### config.mk
export PLATFORM = sky130hd
export DESIGN_NAME = life_ctrl_flat
export DESIGN_NICKNAME = d
export VERILOG_FILES = /design/src/rtl/life_ctrl_if.sv /design/src/rtl/life_ctrl.sv /design/src/flat_wrapper.sv
export SDC_FILE = /design/constraint.sdc
export NUM_CORES = 1
export LEC_CHECK = 0
export CAP_MARGIN = 0
export CORE_MARGIN = 4
export CORE_UTILIZATION = 64
export CTS_BUF_LIST = sky130_fd_sc_hd__clkbuf_8
export CTS_CLUSTER_SIZE = 12
export DETAILED_ROUTE_END_ITERATION = 6
export PLACE_DENSITY = 0.95
export SLEW_MARGIN = 20
export SYNTH_ARGS = -nofsm -noshare
export SYNTH_HDL_FRONTEND = slang
export SYNTH_SLANG_ARGS = --single-unit
### constraint.sdc
create_clock -name clk -period 10 [get_ports clk]
set_clock_uncertainty 0.05 [all_clocks]
set_input_delay 2 -clock clk [delete_from_list [all_inputs] [get_ports clk]]
set_output_delay 2 -clock clk [all_outputs]
set_load 0.01 [all_outputs]
### src/rtl/life_ctrl_if.sv
// Control/status bundle between the Life sequencer and its front panel,
// evolution engine and display path.
interface life_ctrl_if #(
  parameter int CW = 12,
  parameter int AW = 24,
  parameter int GW = 16
);
  // Front-panel and engine inputs to the controller
  logic          start;
  logic          pause;
  logic          clear;
  logic          step;
  logic          manual;
  logic [3:0]    dir;
  logic          edit;
  logic [2:0]    speed;
  logic          load_done;
  logic          round_done;

  // Controller outputs
  logic [2:0]    state;
  logic          bank;
  logic          evo_start;
  logic          init_req;
  logic          edit_we;
  logic [CW-1:0] cursor_x;
  logic [CW-1:0] cursor_y;
  logic [AW-1:0] cursor_addr;
  logic [GW-1:0] generation;

  // Environment side: drives requests, observes controller status
  modport master (
    output start, pause, clear, step, manual, dir, edit, speed,
           load_done, round_done,
    input  state, bank, evo_start, init_req, edit_we,
           cursor_x, cursor_y, cursor_addr, generation
  );

  // Controller side
  modport slave (
    input  start, pause, clear, step, manual, dir, edit, speed,
           load_done, round_done,
    output state, bank, evo_start, init_req, edit_we,
           cursor_x, cursor_y, cursor_addr, generation
  );
endinterface

### src/rtl/life_ctrl.sv
// Game-of-Life sequencer: run/pause/step/edit control, evolution pacing,
// ping-pong bank select, generation count and edit cursor.
//
// state | meaning
// ------+----------------------------------------------------------
// IDLE  | grid cleared or not yet loaded, waiting for start/manual
// PAUSE | grid loaded, evolution halted
// RUN   | free-running, one evolution round per tick period
// SET   | cursor/edit mode, returns to the state it was entered from
// STEP  | single evolution round, then back to PAUSE
module life_ctrl #(
  parameter int COLS       = 800,
  parameter int ROWS       = 600,
  parameter int CW         = 12,
  parameter int AW         = 24,
  parameter int GW         = 16,
  parameter int BASE_TICKS = 50000000,
  parameter int WRAP       = 0
) (
  input logic        clk,
  input logic        rst,
  life_ctrl_if.slave bus
);

  typedef enum logic [2:0] {
    S_IDLE  = 3'd0,
    S_PAUSE = 3'd1,
    S_RUN   = 3'd2,
    S_SET   = 3'd3,
    S_STEP  = 3'd4
  } state_t;

  // Tick counter width: enough to hold BASE_TICKS-1 (the longest period)
  localparam int TW = (BASE_TICKS > 1) ? $clog2(BASE_TICKS) : 1;

  localparam logic [TW-1:0] PM1_RST = TW'((BASE_TICKS > 1) ? BASE_TICKS - 1 : 0);
  localparam logic [CW-1:0] X_MAX   = CW'(COLS - 1);
  localparam logic [CW-1:0] Y_MAX   = CW'(ROWS - 1);
  localparam logic [CW-1:0] X_RST   = CW'(COLS / 2);
  localparam logic [CW-1:0] Y_RST   = CW'(ROWS / 2);
  localparam logic [AW-1:0] A_ROW   = AW'(COLS);
  localparam logic [AW-1:0] A_XSPAN = AW'(COLS - 1);
  localparam logic [AW-1:0] A_YSPAN = AW'((ROWS - 1) * COLS);
  localparam logic [AW-1:0] A_RST   = AW'((ROWS / 2) * COLS + COLS / 2);

  state_t        r_state, w_state_nxt;
  state_t        r_ret, w_ret_nxt;
  logic [TW-1:0] r_cnt, w_cnt_nxt;
  logic [TW-1:0] r_pm1, w_pm1_nxt;
  logic [TW-1:0] w_pm1_spd;
  logic [31:0]   w_period;
  logic          r_step_fired, w_step_fired_nxt;
  logic          r_outstanding;
  logic          r_bank;
  logic [GW-1:0] r_gen;
  logic          r_evo_start;
  logic          r_edit_we;
  logic          r_init_req;
  logic          r_init_pend;
  logic [CW-1:0] r_cursor_x, w_cursor_x_nxt;
  logic [CW-1:0] r_cursor_y, w_cursor_y_nxt;
  logic [AW-1:0] r_cursor_addr, w_cursor_addr_nxt;
  logic          w_fire;
  logic          w_clear;
  logic          w_edit;
  logic          w_done;
  logic          w_free;

  // A round finishes only if one was actually issued; a stray round_done
  // is ignored. The engine is free again in the same cycle its round ends,
  // so the next round can be issued back-to-back.
  assign w_done = bus.round_done & r_outstanding;
  assign w_free = ~r_outstanding | bus.round_done;

  // Period for the current speed, floored at one cycle, expressed as P-1
  always_comb begin
    w_period = 32'(BASE_TICKS) >> bus.speed;
    if (w_period == 32'd0) begin
      w_period = 32'd1;
    end
    w_pm1_spd = TW'(w_period - 32'd1);
  end

  // Next-state, pacing and pulse decisions
  always_comb begin
    w_state_nxt      = r_state;
    w_ret_nxt        = r_ret;
    w_cnt_nxt        = r_cnt;
    w_pm1_nxt        = r_pm1;
    w_step_fired_nxt = r_step_fired;
    w_fire           = 1'b0;
    w_clear          = 1'b0;
    w_edit           = 1'b0;
    case (r_state)
      S_IDLE: begin
        if (bus.start && bus.load_done) begin
          w_state_nxt = S_PAUSE;
        end else if (bus.manual && bus.load_done) begin
          w_state_nxt = S_SET;
          w_ret_nxt   = S_IDLE;
        end
      end
      S_PAUSE: begin
        if (bus.start) begin
          w_state_nxt = S_RUN;
          w_cnt_nxt   = '0;
          w_pm1_nxt   = w_pm1_spd;
        end else if (bus.step) begin
          w_state_nxt      = S_STEP;
          w_step_fired_nxt = 1'b0;
        end else if (bus.clear) begin
          w_state_nxt = S_IDLE;
          w_clear     = 1'b1;
        end else if (bus.manual) begin
          w_state_nxt = S_SET;
          w_ret_nxt   = S_PAUSE;
        end
      end
      S_RUN: begin
        if (bus.pause) begin
          w_state_nxt = S_PAUSE;
        end else if (bus.clear) begin
          w_state_nxt = S_IDLE;
          w_clear     = 1'b1;
        end else if (r_cnt == r_pm1) begin
          // Terminal count holds until the engine is free
          if (w_free) begin
            w_fire    = 1'b1;
            w_cnt_nxt = '0;
            w_pm1_nxt = w_pm1_spd;
          end
        end else begin
          w_cnt_nxt = r_cnt + 1'b1;
        end
      end
      S_STEP: begin
        if (bus.clear) begin
          w_state_nxt = S_IDLE;
          w_clear     = 1'b1;
        end else begin
          // A round left over from RUN must finish before ours is issued;
          // only the completion of our own round ends the step.
          if (!r_step_fired && w_free) begin
            w_fire           = 1'b1;
            w_step_fired_nxt = 1'b1;
          end
          if (r_step_fired && w_done) begin
            w_state_nxt = S_PAUSE;
          end
        end
      end
      S_SET: begin
        w_edit = bus.edit;
        if (!bus.manual) begin
          w_state_nxt = r_ret;
        end
      end
      default: begin
        w_state_nxt = S_IDLE;
      end
    endcase
  end

  // Cursor movement: one cell per cycle, only for a clean one-hot direction
  always_comb begin
    w_cursor_x_nxt    = r_cursor_x;
    w_cursor_y_nxt    = r_cursor_y;
    w_cursor_addr_nxt = r_cursor_addr;
    if (r_state == S_SET && $onehot(bus.dir)) begin
      if (bus.dir[0]) begin
        if (r_cursor_x != '0) begin
          w_cursor_x_nxt    = r_cursor_x - 1'b1;
          w_cursor_addr_nxt = r_cursor_addr - 1'b1;
        end else if (WRAP != 0) begin
          w_cursor_x_nxt    = X_MAX;
          w_cursor_addr_nxt = r_cursor_addr + A_XSPAN;
        end
      end else if (bus.dir[1]) begin
        if (r_cursor_y != '0) begin
          w_cursor_y_nxt    = r_cursor_y - 1'b1;
          w_cursor_addr_nxt = r_cursor_addr - A_ROW;
        end else if (WRAP != 0) begin
          w_cursor_y_nxt    = Y_MAX;
          w_cursor_addr_nxt = r_cursor_addr + A_YSPAN;
        end
      end else if (bus.dir[2]) begin
        if (r_cursor_y != Y_MAX) begin
          w_cursor_y_nxt    = r_cursor_y + 1'b1;
          w_cursor_addr_nxt = r_cursor_addr + A_ROW;
        end else if (WRAP != 0) begin
          w_cursor_y_nxt    = '0;
          w_cursor_addr_nxt = r_cursor_addr - A_YSPAN;
        end
      end else begin
        if (r_cursor_x != X_MAX) begin
          w_cursor_x_nxt    = r_cursor_x + 1'b1;
          w_cursor_addr_nxt = r_cursor_addr + 1'b1;
        end else if (WRAP != 0) begin
          w_cursor_x_nxt    = '0;
          w_cursor_addr_nxt = r_cursor_addr - A_XSPAN;
        end
      end
    end
  end

  // State register and return target for SET
  always_ff @(posedge clk) begin
    if (rst) begin
      r_state <= S_IDLE;
      r_ret   <= S_IDLE;
    end else begin
      r_state <= w_state_nxt;
      r_ret   <= w_ret_nxt;
    end
  end

  // Tick counter, sampled period and step bookkeeping
  always_ff @(posedge clk) begin
    if (rst) begin
      r_cnt        <= '0;
      r_pm1        <= PM1_RST;
      r_step_fired <= 1'b0;
    end else begin
      r_cnt        <= w_clear ? '0 : w_cnt_nxt;
      r_pm1        <= w_pm1_nxt;
      r_step_fired <= w_step_fired_nxt;
    end
  end

  // Outstanding round, bank flip and generation count on round completion
  always_ff @(posedge clk) begin
    if (rst || w_clear) begin
      r_outstanding <= 1'b0;
      r_bank        <= 1'b0;
      r_gen         <= '0;
    end else begin
      if (w_fire) begin
        r_outstanding <= 1'b1;
      end else if (w_done) begin
        r_outstanding <= 1'b0;
      end
      if (w_done && r_state != S_IDLE) begin
        r_bank <= ~r_bank;
        r_gen  <= r_gen + 1'b1;
      end
    end
  end

  // Single-cycle output pulses; init_req also fires right after reset
  always_ff @(posedge clk) begin
    if (rst) begin
      r_evo_start <= 1'b0;
      r_edit_we   <= 1'b0;
      r_init_req  <= 1'b0;
      r_init_pend <= 1'b1;
    end else begin
      r_evo_start <= w_fire;
      r_edit_we   <= w_edit;
      r_init_req  <= r_init_pend | w_clear;
      r_init_pend <= 1'b0;
    end
  end

  // Cursor position and its linear address, kept in step incrementally
  always_ff @(posedge clk) begin
    if (rst) begin
      r_cursor_x    <= X_RST;
      r_cursor_y    <= Y_RST;
      r_cursor_addr <= A_RST;
    end else begin
      r_cursor_x    <= w_cursor_x_nxt;
      r_cursor_y    <= w_cursor_y_nxt;
      r_cursor_addr <= w_cursor_addr_nxt;
    end
  end

  assign bus.state       = r_state;
  assign bus.bank        = r_bank;
  assign bus.evo_start   = r_evo_start;
  assign bus.init_req    = r_init_req;
  assign bus.edit_we     = r_edit_we;
  assign bus.cursor_x    = r_cursor_x;
  assign bus.cursor_y    = r_cursor_y;
  assign bus.cursor_addr = r_cursor_addr;
  assign bus.generation  = r_gen;

endmodule

### src/flat_wrapper.sv
// flat-port wrapper written by rule: the top's interface ports become plain ports
module life_ctrl_flat 
#(
  parameter int COLS       = 800,
  parameter int ROWS       = 600,
  parameter int CW         = 12,
  parameter int AW         = 24,
  parameter int GW         = 16,
  parameter int BASE_TICKS = 50000000,
  parameter int WRAP       = 0
)
  (clk, rst, bus_start, bus_pause, bus_clear, bus_step, bus_manual, bus_dir, bus_edit, bus_speed, bus_load_done, bus_round_done, bus_state, bus_bank, bus_evo_start, bus_init_req, bus_edit_we, bus_cursor_x, bus_cursor_y, bus_cursor_addr, bus_generation);
  life_ctrl_if #(.CW(CW), .AW(AW), .GW(GW)) bus_i ();
  input logic clk;
  input logic rst;
  input wire logic [$bits(bus_i.start)-1:0] bus_start;
  input wire logic [$bits(bus_i.pause)-1:0] bus_pause;
  input wire logic [$bits(bus_i.clear)-1:0] bus_clear;
  input wire logic [$bits(bus_i.step)-1:0] bus_step;
  input wire logic [$bits(bus_i.manual)-1:0] bus_manual;
  input wire logic [$bits(bus_i.dir)-1:0] bus_dir;
  input wire logic [$bits(bus_i.edit)-1:0] bus_edit;
  input wire logic [$bits(bus_i.speed)-1:0] bus_speed;
  input wire logic [$bits(bus_i.load_done)-1:0] bus_load_done;
  input wire logic [$bits(bus_i.round_done)-1:0] bus_round_done;
  output wire logic [$bits(bus_i.state)-1:0] bus_state;
  output wire logic [$bits(bus_i.bank)-1:0] bus_bank;
  output wire logic [$bits(bus_i.evo_start)-1:0] bus_evo_start;
  output wire logic [$bits(bus_i.init_req)-1:0] bus_init_req;
  output wire logic [$bits(bus_i.edit_we)-1:0] bus_edit_we;
  output wire logic [$bits(bus_i.cursor_x)-1:0] bus_cursor_x;
  output wire logic [$bits(bus_i.cursor_y)-1:0] bus_cursor_y;
  output wire logic [$bits(bus_i.cursor_addr)-1:0] bus_cursor_addr;
  output wire logic [$bits(bus_i.generation)-1:0] bus_generation;
  assign bus_i.start = bus_start;
  assign bus_i.pause = bus_pause;
  assign bus_i.clear = bus_clear;
  assign bus_i.step = bus_step;
  assign bus_i.manual = bus_manual;
  assign bus_i.dir = bus_dir;
  assign bus_i.edit = bus_edit;
  assign bus_i.speed = bus_speed;
  assign bus_i.load_done = bus_load_done;
  assign bus_i.round_done = bus_round_done;
  assign bus_state = bus_i.state;
  assign bus_bank = bus_i.bank;
  assign bus_evo_start = bus_i.evo_start;
  assign bus_init_req = bus_i.init_req;
  assign bus_edit_we = bus_i.edit_we;
  assign bus_cursor_x = bus_i.cursor_x;
  assign bus_cursor_y = bus_i.cursor_y;
  assign bus_cursor_addr = bus_i.cursor_addr;
  assign bus_generation = bus_i.generation;
  life_ctrl #(.COLS(COLS), .ROWS(ROWS), .CW(CW), .AW(AW), .GW(GW), .BASE_TICKS(BASE_TICKS), .WRAP(WRAP)) u_core (.clk(clk), .rst(rst), .bus(bus_i));
endmodule
==> results.sh, run 1 <==
export IMPL_cts_tree="done"
export IMPL_ys_flop_type="dfxtp_1"
export IMPL_stdcell_area_mm2=0.009288
export IMPL_setup_violations=0
export IMPL_clock_root_buffer="clkbuf_8"
export IMPL_initial_core_util_pct=65.79
export IMPL_post_route_drc_count=0
export IMPL_ys_seq_elements=127
export IMPL_fp_row_count=40
export IMPL_path_buf_inv=3
export IMPL_crit_type="input port to register"
export IMPL_tns_ps=0
export IMPL_dpl_instance_area_mm2=0.008843
export IMPL_diodes=0
export IMPL_hold_path_class="register to register"
export IMPL_reg2reg_from="u_core.bus.state[1]"
export IMPL_dp_hpwl_mm=14.36
export IMPL_p_per_area_mw_per_mm2=141.9
export IMPL_drt_wl_total_mm=21.09
export IMPL_period_needed_ps=5476
export IMPL_dieArea_mm2=0.01430
export IMPL_syn_avg_cell_area_um2=8.073
export IMPL_cp_end_kind="register"
export IMPL_postCtsHoldBufs=0
export IMPL_drive_gt1_share_pct=6.509
export IMPL_synth_cells=987
export IMPL_overflow=0
export IMPL_h_tree_depth=4
export IMPL_final_cells=1228
export IMPL_chipHeight_um=119.6
export IMPL_rsz0062_at_grt="false"
export IMPL_coreArea_mm2=0.01211
export IMPL_reg2reg_depth=6
export IMPL_clk_path_buf_depth=2
export IMPL_r2r_slack_ps=7030
export IMPL_hold_violations=0
export IMPL_grt_pass1_wl_mm=34.48
export IMPL_fillCellCount=824
export IMPL_post_cts_buffers=0
export IMPL_postCtsResizedCells=0
export IMPL_port_buffers=87
export IMPL_crit_fanout=52
export IMPL_timing_fmax_ghz=0.1826
export IMPL_die_w_um=119.6
export IMPL_cts_buffers=17
export IMPL_synth_warnings=0
export IMPL_worstPathCellList="buf_2, buf_4, inv_1, ha_1, ha_1, fa_1, nor2_1, nand4_1, nor3_1, o21ai_0, nor4b_1, a31oi_1, o311ai_0"
export IMPL_synth_edf_count=0
export IMPL_grt_pass1_vias=7309
export IMPL_cp_top_family="adder cells"
export IMPL_vdd_drop_max_v=0.00009186
export IMPL_wl_per_cell_um=17.18
export IMPL_grtUsageTotal_pct=29.07
export IMPL_detail_route_vias_per_cell=6.336
export IMPL_fin_ws_ps=4524
export IMPL_clk_pin_slew_ps=80
export IMPL_status="complete, no violations"
export IMPL_nets=1099
export IMPL_cp_common_cell="ha_1"
export IMPL_synth_top_area_share_pct=31.91
export IMPL_slew_viol_final=0
export IMPL_yosys_area_top_type="dfxtp_1"
export IMPL_dr_pass1_iters=6
export IMPL_drv_cap=0
export IMPL_r2r_end="u_core.r_cnt[14]"
export IMPL_max_stage_delay_ps=480
export IMPL_ys_seq_area_share_pct=31.91
export IMPL_power_mw=1.318
export IMPL_area_growth_pct=16.57
export IMPL_clock_latency_ps=470
export IMPL_ios=88
export IMPL_whs_endpoint="u_core.bus.init_req"
export IMPL_worstHoldStart="u_core.r_init_pend"
export IMPL_syn_cell_area_mm2=0.007968
export IMPL_p_leak_nw=3.309
export IMPL_vias=7780
export IMPL_async_reset_ff_share_pct=0
export IMPL_worstSetupStartpoint="bus_dir[0]"
export IMPL_cp_data_arrival_time_ps=5780
export IMPL_cp_slowest_cell="o21ai_0"
export IMPL_clkSinkCount=127
export IMPL_ant_nets=0
export IMPL_pre_cts_slack_ps=4138
export IMPL_hold_path_depth=2
export IMPL_synthDistinctLibCells=83
export IMPL_worstMarginPinSlew_ps=1098
export IMPL_synth_net_count=1039
export IMPL_final_common_cell="dfxtp_1"
export IMPL_fin_crit_sh_pct=54.76
export IMPL_grt_max_degree=57
export IMPL_critPathRequiredTime_ps=10310
export IMPL_gp_congestion=0.9091
export IMPL_antenna_found_initial=0
export IMPL_worst_setup_path_start_kind="input port"
export IMPL_final_cell_mix="127 x dfxtp_1, 119 x nor2_1, 85 x clkdlybuf4s50_1, 76 x nand2_1, 59 x a21oi_1"
export IMPL_slew_headroom_pct=26.04
export IMPL_dp_cells=1196
export IMPL_first_iter_violations=751
export IMPL_synthTopCellsByArea="dfxtp_1 32%, nor2_1 5.6%, ha_1 5.0%"
tightest hold or removal path: cells and delay by family, from the launching register on:
kind	cells	cell delay (ps)
buf+inv	1	40
compound gates	1	50
flops	1	300
state kept, by name, indices dropped and copies added (netlist names):
signal and count:
u_core.r_init_pend 1, u_core.bus.cursor_addr 24, u_core.r_pm1 26, u_core.r_outstanding 1
u_core.r_step_fired 1, u_core.bus.cursor_y 12, u_core.r_cnt 26, u_core.r_ret 1
u_core.bus.generation 16, u_core.bus.state 3, u_core.bus.init_req 1, u_core.bus.bank 1
u_core.bus.evo_start 1, u_core.bus.cursor_x 12, u_core.bus.edit_we 1
power by group:
part | total (mW) | switching, mW | internal, mW
Combinational | 0.250 | 0.152 | 0.0978
Clock | 0.504 | 0.229 | 0.275
Sequential | 0.564 | 0.0342 | 0.530
Total | 1.32 | 0.415 | 0.903
cell families (layout without fill, tap and decap cells):
| group | count (synthesis) | in the layout | synth area share (%) |
|---|---|---|---|
| and+or+nand+nor | 417 | 417 | 27.07 |
| AOI/OAI and AO/OA | 223 | 223 | 19.14 |
| DFF | 127 | 127 | 31.91 |
| xor gates and xnor gates | 82 | 82 | 9.014 |
| buffers and inverters | 81 | 154 | 4.287 |
| adders and majority gates | 35 | 35 | 5.779 |
| muxes | 22 | 22 | 2.795 |
area by class of cell:
type                            count  area, um2  area share (%)
Tap cell                          168      210.2           2.263
Clock buffer                       17      234.0           2.519
Sequential cell                   127       2542           27.37
Timing Repair Buffer               91      890.9           9.592
Clock inverter                     15      210.2           2.263
Multi-Input combinational cell    779       5084           54.74
Inverter                           31      116.4           1.253
per-layer routing:
layer | vias up | track usage, % | routed length, um
met5 | - | 0 | 0
met4 | 0 | 15.68 | 668
met3 | 64 | 4.995 | 1455
met2 | 422 | 47.14 | 10060
met1 | 3578 | 36.96 | 8904
li1 | 3716 | - | -
per-stage QoR:
stage | hold WS (ps) | util, %
after floorplan | 360.8 | -
after global placement | 365.6 | 73.02
after detailed placement | 376.1 | 73.02
after CTS | 388.1 | 76.68
after global routing | 425.8 | 76.68
final | 387.4 | 76.68
Yosys cell counts (7+ instances only):
cell type    n
and2_1      11
xnor2_1     40
clkbuf_1    33
nand4_1     13
or4_1        7
and3_1      14
nor2_1     119
buf_2        8
dfxtp_1    127
ha_1        32
o31ai_1      8
o311ai_0     9
nand3_1     40
or3_1       14
nor3_1      30
a211oi_1    14
mux2i_1     20
and4_1       7
a221oi_1     8
xor2_1      42
a21oi_1     59
nand2b_1    14
nand2_1     76
nor4_1      25
inv_1       30
o21ai_0     54
nor2b_1     16
worst max path at each step:
stage / endpoint / slack [ps] / depth (start not counted)
2_1_floorplan: u_core.bus.cursor_addr[16] / 5240 / 13
3_3_place_gp: u_core.bus.cursor_x[10] / 4370 / 13
3_5_place_dp: u_core.bus.cursor_x[10] / 4140 / 13
4_1_cts: u_core.bus.cursor_x[10] / 4610 / 13
5_1_grt: u_core.bus.cursor_x[10] / 4310 / 13
6_report: u_core.bus.cursor_x[10] / 4520 / 13
Note: power is estimated with default switching activity, not from simulation.
==> run 2, diff against run 1 <==
Settings changed: CORE_UTILIZATION 64 to 59, PLACE_DENSITY 0.95 to 0.91.
Clock period 10 ns to 5.5 ns, I/O delays scaled along.
==> run 2 against run 1 <==
Power up 87%. Sequential power is 83% higher. Final area grew 0.58%. Non-clock buffer count stayed put. Critical path depth is 2 lower. Count of clock-buffer cells in the layout grew 3. Largest cell class unchanged. Largest power group unchanged.
==> results.sh, run 2 (synthesis gave the netlist of run 1 again) <==
export IMPL_status="complete, no violations"
export IMPL_grt_max_degree=56
export IMPL_tns_ps=0
export IMPL_postCtsHoldBufs=0
export IMPL_detail_route_vias_per_cell=6.236
export IMPL_nets=1099
export IMPL_dieArea_mm2=0.01543
export IMPL_vias=7708
export IMPL_dr_pass1_iters=6
export IMPL_period_needed_ps=4175
export IMPL_cp_slowest_cell="clkdlybuf4s50_1"
export IMPL_chipHeight_um=124.2
export IMPL_cts_tree="done"
export IMPL_initial_core_util_pct=60.17
export IMPL_area_growth_pct=17.24
export IMPL_hold_path_class="register to register"
export IMPL_path_buf_inv=1
export IMPL_crit_type="input port to register"
export IMPL_port_buffers=87
export IMPL_dp_cells=1204
export IMPL_p_per_area_mw_per_mm2=264.5
export IMPL_stdcell_area_mm2=0.009341
export IMPL_clock_root_buffer="clkbuf_8"
export IMPL_grtUsageTotal_pct=26.00
export IMPL_coreArea_mm2=0.01324
export IMPL_post_route_drc_count=0
export IMPL_drt_wl_total_mm=20.33
export IMPL_final_cells=1236
export IMPL_critPathRequiredTime_ps=5790
export IMPL_clkSinkCount=127
export IMPL_postCtsResizedCells=0
export IMPL_cp_top_family="simple AND/OR/NAND/NOR gates"
export IMPL_fp_row_count=42
export IMPL_dpl_instance_area_mm2=0.008853
export IMPL_max_stage_delay_ps=700
export IMPL_cp_end_kind="register"
export IMPL_final_cell_mix="127 x dfxtp_1, 119 x nor2_1, 85 x clkdlybuf4s50_1, 76 x nand2_1, 59 x a21oi_1"
export IMPL_die_w_um=124.2
export IMPL_dp_hpwl_mm=14.28
export IMPL_p_leak_nw=3.345
export IMPL_wl_per_cell_um=16.45
export IMPL_rsz0062_at_grt="false"
export IMPL_vdd_drop_max_v=0.0001590
export IMPL_drv_cap=0
export IMPL_hold_slack_ps=402.3
export IMPL_fin_util_pct=70.54
export IMPL_grt_pass1_wl_mm=34.36
export IMPL_first_iter_violations=774
export IMPL_cp_common_cell="ha_1"
export IMPL_overflow=0
export IMPL_ant_nets=0
export IMPL_cts_buffers=17
export IMPL_slew_viol_final=0
export IMPL_slew_headroom_pct=29.60
export IMPL_timing_fmax_ghz=0.2395
export IMPL_fin_crit_sh_pct=75.90
export IMPL_final_common_cell="dfxtp_1"
export IMPL_h_tree_depth=4
export IMPL_clk_path_buf_depth=2
export IMPL_setup_violations=0
export IMPL_drive_gt1_share_pct=6.415
export IMPL_crit_fanout=12
export IMPL_clk_pin_slew_ps=80
export IMPL_grt_pass1_vias=7249
export IMPL_gp_congestion=0.9140
export IMPL_worst_setup_path_start_kind="input port"
export IMPL_hold_violations=0
export IMPL_power_mw=2.471
export IMPL_post_cts_buffers=0
export IMPL_cp_data_arrival_time_ps=4460
export IMPL_fin_ws_ps=1325
export IMPL_worstPathCellList="clkdlybuf4s50_1, ha_1, ha_1, fa_1, nor2_1, nand4_1, nor3_1, o21ai_0, nor4b_1, a31oi_1, o311ai_0"
export IMPL_clock_latency_ps=450
export IMPL_ios=88
export IMPL_antenna_found_initial=0
export IMPL_pre_cts_slack_ps=914.5
export IMPL_diodes=0
export IMPL_worstMarginPinSlew_ps=1045
-- run 2: cell types whose count changed in the layout (fill, tap and decap cells not counted) --
cell / delta
clkbuf_8: +3
bufinv_16: +2
inv_1: +1
clkinv_4: -4
clkinvlp_4: -2
inv_6: -3
clkinv_2: +3
-- run 2: worst paths after layout --
path	start	to	slack, ps	cells after the start
worst max-delay path	bus_dir[2]	u_core.bus.cursor_x[10]	1330	11
worst max register to register	u_core.bus.state[1]	u_core.r_cnt[14]	2500	6
worst min register to register	u_core.r_init_pend	u_core.bus.init_req	400	2
worst min-delay path	u_core.r_init_pend	u_core.bus.init_req	400	2
-- run 2: layer usage --
layer | global-route usage (%) | vias to the layer above | share of wire (%)
li1 | - | 3699 | -
met1 | 33.36 | 3556 | 42
met2 | 42.08 | 391 | 47
met3 | 5.198 | 62 | 7.6
met4 | 12.12 | 0 | 3.2
met5 | 0 | - | 0
-- run 2: report_power, final --
group / leakage [nW] / internal [mW] / total (mW) / switching, mW
Sequential: 1.03 / 0.964 / 1.03 / 0.0618
Combinational: 2.06 / 0.177 / 0.450 / 0.272
Clock: 0.254 / 0.618 / 0.995 / 0.378
-- run 2: worst register-to-register path, delay by kind of cell, from the launching register on --
family,cells,cell delay [ps]
AND/OR/NAND/NOR,5,2010
flip-flops,1,600
AO/OA/AOI/OAI,1,240
-- run 2: cell type report --
class,instances,area (um2)
Timing Repair Buffer,91,890.9
Fill cell,1001,3901
Multi-Input combinational cell,779,5084
Inverter,31,116.4
Tap cell,176,220.2
Sequential cell,127,2542
Clock buffer,20,275.3
Clock inverter,12,212.7
==> run 3, diff against run 2 <==
Settings changed: CORE_UTILIZATION 59 to 53, PLACE_DENSITY 0.91 to 0.87.
Clock period 5.5 ns to 3.4 ns, I/O delays scaled along.
==> run 3 against run 2 <==
Die area rose by 11%. Power rose by 47%. Largest power group unchanged. Global-route usage fell by 1.3 points. Sequential power rose by 61%. Count of clock-buffer cells in the layout rose by 1. Combinational power rose by 69%. Core utilization fell by 5.8 points. Final cell count rose by 3.2%. Clock power rose by 23%. Sequential cell count did not move. Sequential share of layout area fell by 0.41 points. First-iteration DRC count rose by 4.7%.
==> results.sh, run 3 (synthesis gave the netlist of run 1 again) <==
export IMPL_dp_cells=1245
export IMPL_clk_path_buf_depth=2
export IMPL_cts_tree="done"
export IMPL_post_route_drc_count=0
export IMPL_dp_hpwl_mm=14.68
export IMPL_final_common_cell="dfxtp_1"
export IMPL_critPathRequiredTime_ps=3730
export IMPL_diodes=0
export IMPL_drive_gt1_share_pct=9.066
export IMPL_timing_fmax_ghz=0.3065
export IMPL_fin_util_pct=64.76
export IMPL_r2r_end="u_core.r_cnt[14]"
export IMPL_crit_path_end="u_core.bus.cursor_y[10]"
export IMPL_vdd_drop_max_v=0.0002929
export IMPL_hold_slack_ps=398.0
export IMPL_slew_headroom_pct=47.90
export IMPL_fillCellCount=1226
export IMPL_worstSetupStartpoint="bus_dir[1]"
export IMPL_hold_violations=0
export IMPL_reg2reg_depth=6
export IMPL_slew_viol_final=0
export IMPL_antenna_found_initial=0
export IMPL_final_cells=1276
export IMPL_final_seq_area_mm2=0.002542
export IMPL_crit_type="input port to register"
export IMPL_final_cell_mix="127 x dfxtp_1, 119 x nor2_1, 85 x clkdlybuf4s50_1, 76 x nand2_1, 59 x a21oi_1"
export IMPL_initial_core_util_pct=54.41
export IMPL_worstMarginPinSlew_ps=775.6
export IMPL_cp_data_arrival_time_ps=3590
export IMPL_postCtsHoldBufs=0
export IMPL_p_per_area_mw_per_mm2=384.1
export IMPL_hold_path_class="register to register"
export IMPL_multiInputGateArea_mm2=0.005094
export IMPL_area_growth_pct=19.02
export IMPL_die_w_um=130.6
export IMPL_detail_route_vias_per_cell=6.074
export IMPL_clock_root_buffer="clkbuf_8"
export IMPL_worstHoldStart="u_core.r_init_pend"
export IMPL_vias=7750
export IMPL_worst_setup_path_start_kind="input port"
export IMPL_drv_cap=0
export IMPL_coreArea_mm2=0.01464
export IMPL_r2r_slack_ps=340
export IMPL_reg2reg_from="u_core.bus.state[1]"
export IMPL_fp_row_count=44
export IMPL_clk_pin_slew_ps=70
export IMPL_period_needed_ps=3263
export IMPL_grtUsageTotal_pct=24.71
export IMPL_fin_crit_sh_pct=95.96
export IMPL_ant_nets=0
export IMPL_clock_latency_ps=450
export IMPL_port_buffers=87
export IMPL_wl_per_cell_um=16.23
export IMPL_dr_pass1_iters=7
export IMPL_grt_max_degree=56
export IMPL_dieArea_mm2=0.01706
export IMPL_cts_buffers=17
export IMPL_crit_fanout=6
export IMPL_cp_end_kind="register"
export IMPL_ios=88
export IMPL_h_tree_depth=4
export IMPL_overflow=0
export IMPL_status="complete, no violations"
export IMPL_grt_pass1_wl_mm=34.62
export IMPL_nets=1132
export IMPL_first_iter_violations=810
export IMPL_chipHeight_um=130.6
export IMPL_drt_wl_total_mm=20.71
export IMPL_clkSinkCount=127
export IMPL_p_leak_nw=3.455
export IMPL_setup_violations=0
export IMPL_grt_pass1_vias=7145
export IMPL_gp_congestion=0.9110
-- run 3: cell types whose count changed in the layout (fill, tap and decap cells not counted) --
cell | previous run | this run
clkinv_4 | 1 | 0
bufinv_16 | 6 | 1
o21ai_1 | 2 | 4
o21ai_0 | 54 | 52
clkbuf_8 | 20 | 21
nor3_2 | 1 | 2
nor3_1 | 30 | 29
a211oi_1 | 14 | 13
a211oi_2 | 0 | 1
clkinvlp_4 | 0 | 1
buf_4 | 4 | 37
inv_1 | 31 | 34
-- run 3: metrics by stage --
step | total power, mW | TNS (ps) | setup WS [ps] | instance area, um2
4_1_cts | 3.641 | 0 | 141.5 | 9478
3_3_place_gp | 2.420 | -7956 | -251.1 | 9116
2_1_floorplan | 2.216 | 0 | 85.44 | 7974
5_1_grt | 3.805 | -3.284 | -3.284 | 9483
3_5_place_dp | 2.439 | -10010 | -339.3 | 9116
6_report | 3.642 | 0 | 137.4 | 9483
-- run 3: worst min path at each step --
| stage | to | slack, ps | cells after the start |
|---|---|---|---|
| after global routing | u_core.bus.init_req | 440 | 2 |
| after global placement | u_core.bus.init_req | 370 | 2 |
| after floorplan | u_core.bus.init_req | 360 | 2 |
| after detailed placement | u_core.bus.init_req | 390 | 2 |
| final | u_core.bus.init_req | 400 | 2 |
| after CTS | u_core.bus.init_req | 400 | 2 |
-- run 3: per-layer routing --
| metal | track usage [%] | share of wire [%] |
|---|---|---|
| met1 | 33.74 | 44 |
| met2 | 40.20 | 48 |
| met3 | 3.862 | 6.5 |
| met4 | 7.985 | 1.9 |
| met5 | 0 | 0 |
-- run 3: area by class of cell --
| class | instances | area share (%) |
|---|---|---|
| multi-input cells | 779 | 53.71 |
| flip-flops and latches | 127 | 26.81 |
| repair buffers | 124 | 12.01 |
| clock buffers | 21 | 3.048 |
| well taps | 184 | 2.428 |
| inverters | 31 | 1.227 |
| clock inverters | 10 | 0.7653 |
-- run 3: worst max-delay path, cell delays in order --
cell,delay [ps]
clkdlybuf4s50_1,490
inv_2,40
ha_1,270
ha_1,210
fa_1,420
nor2_1,130
nand4_1,150
buf_4,220
a211o_1,300
or4b_1,500
o211ai_1,170
-- run 3: power breakdown --
part	switching (mW)	internal (mW)
sequential	0.102	1.56
combinational	0.447	0.315
clock	0.584	0.635
total	1.13	2.51
-- run 3: what timing repair did --
item / 4_1_cts / 5_1_grt
setup endpoints to repair: 0 / 11
resized for setup: 0 / 3
setup buffers: 0 / 0
endpoints found under the hold margin: 0 / 0
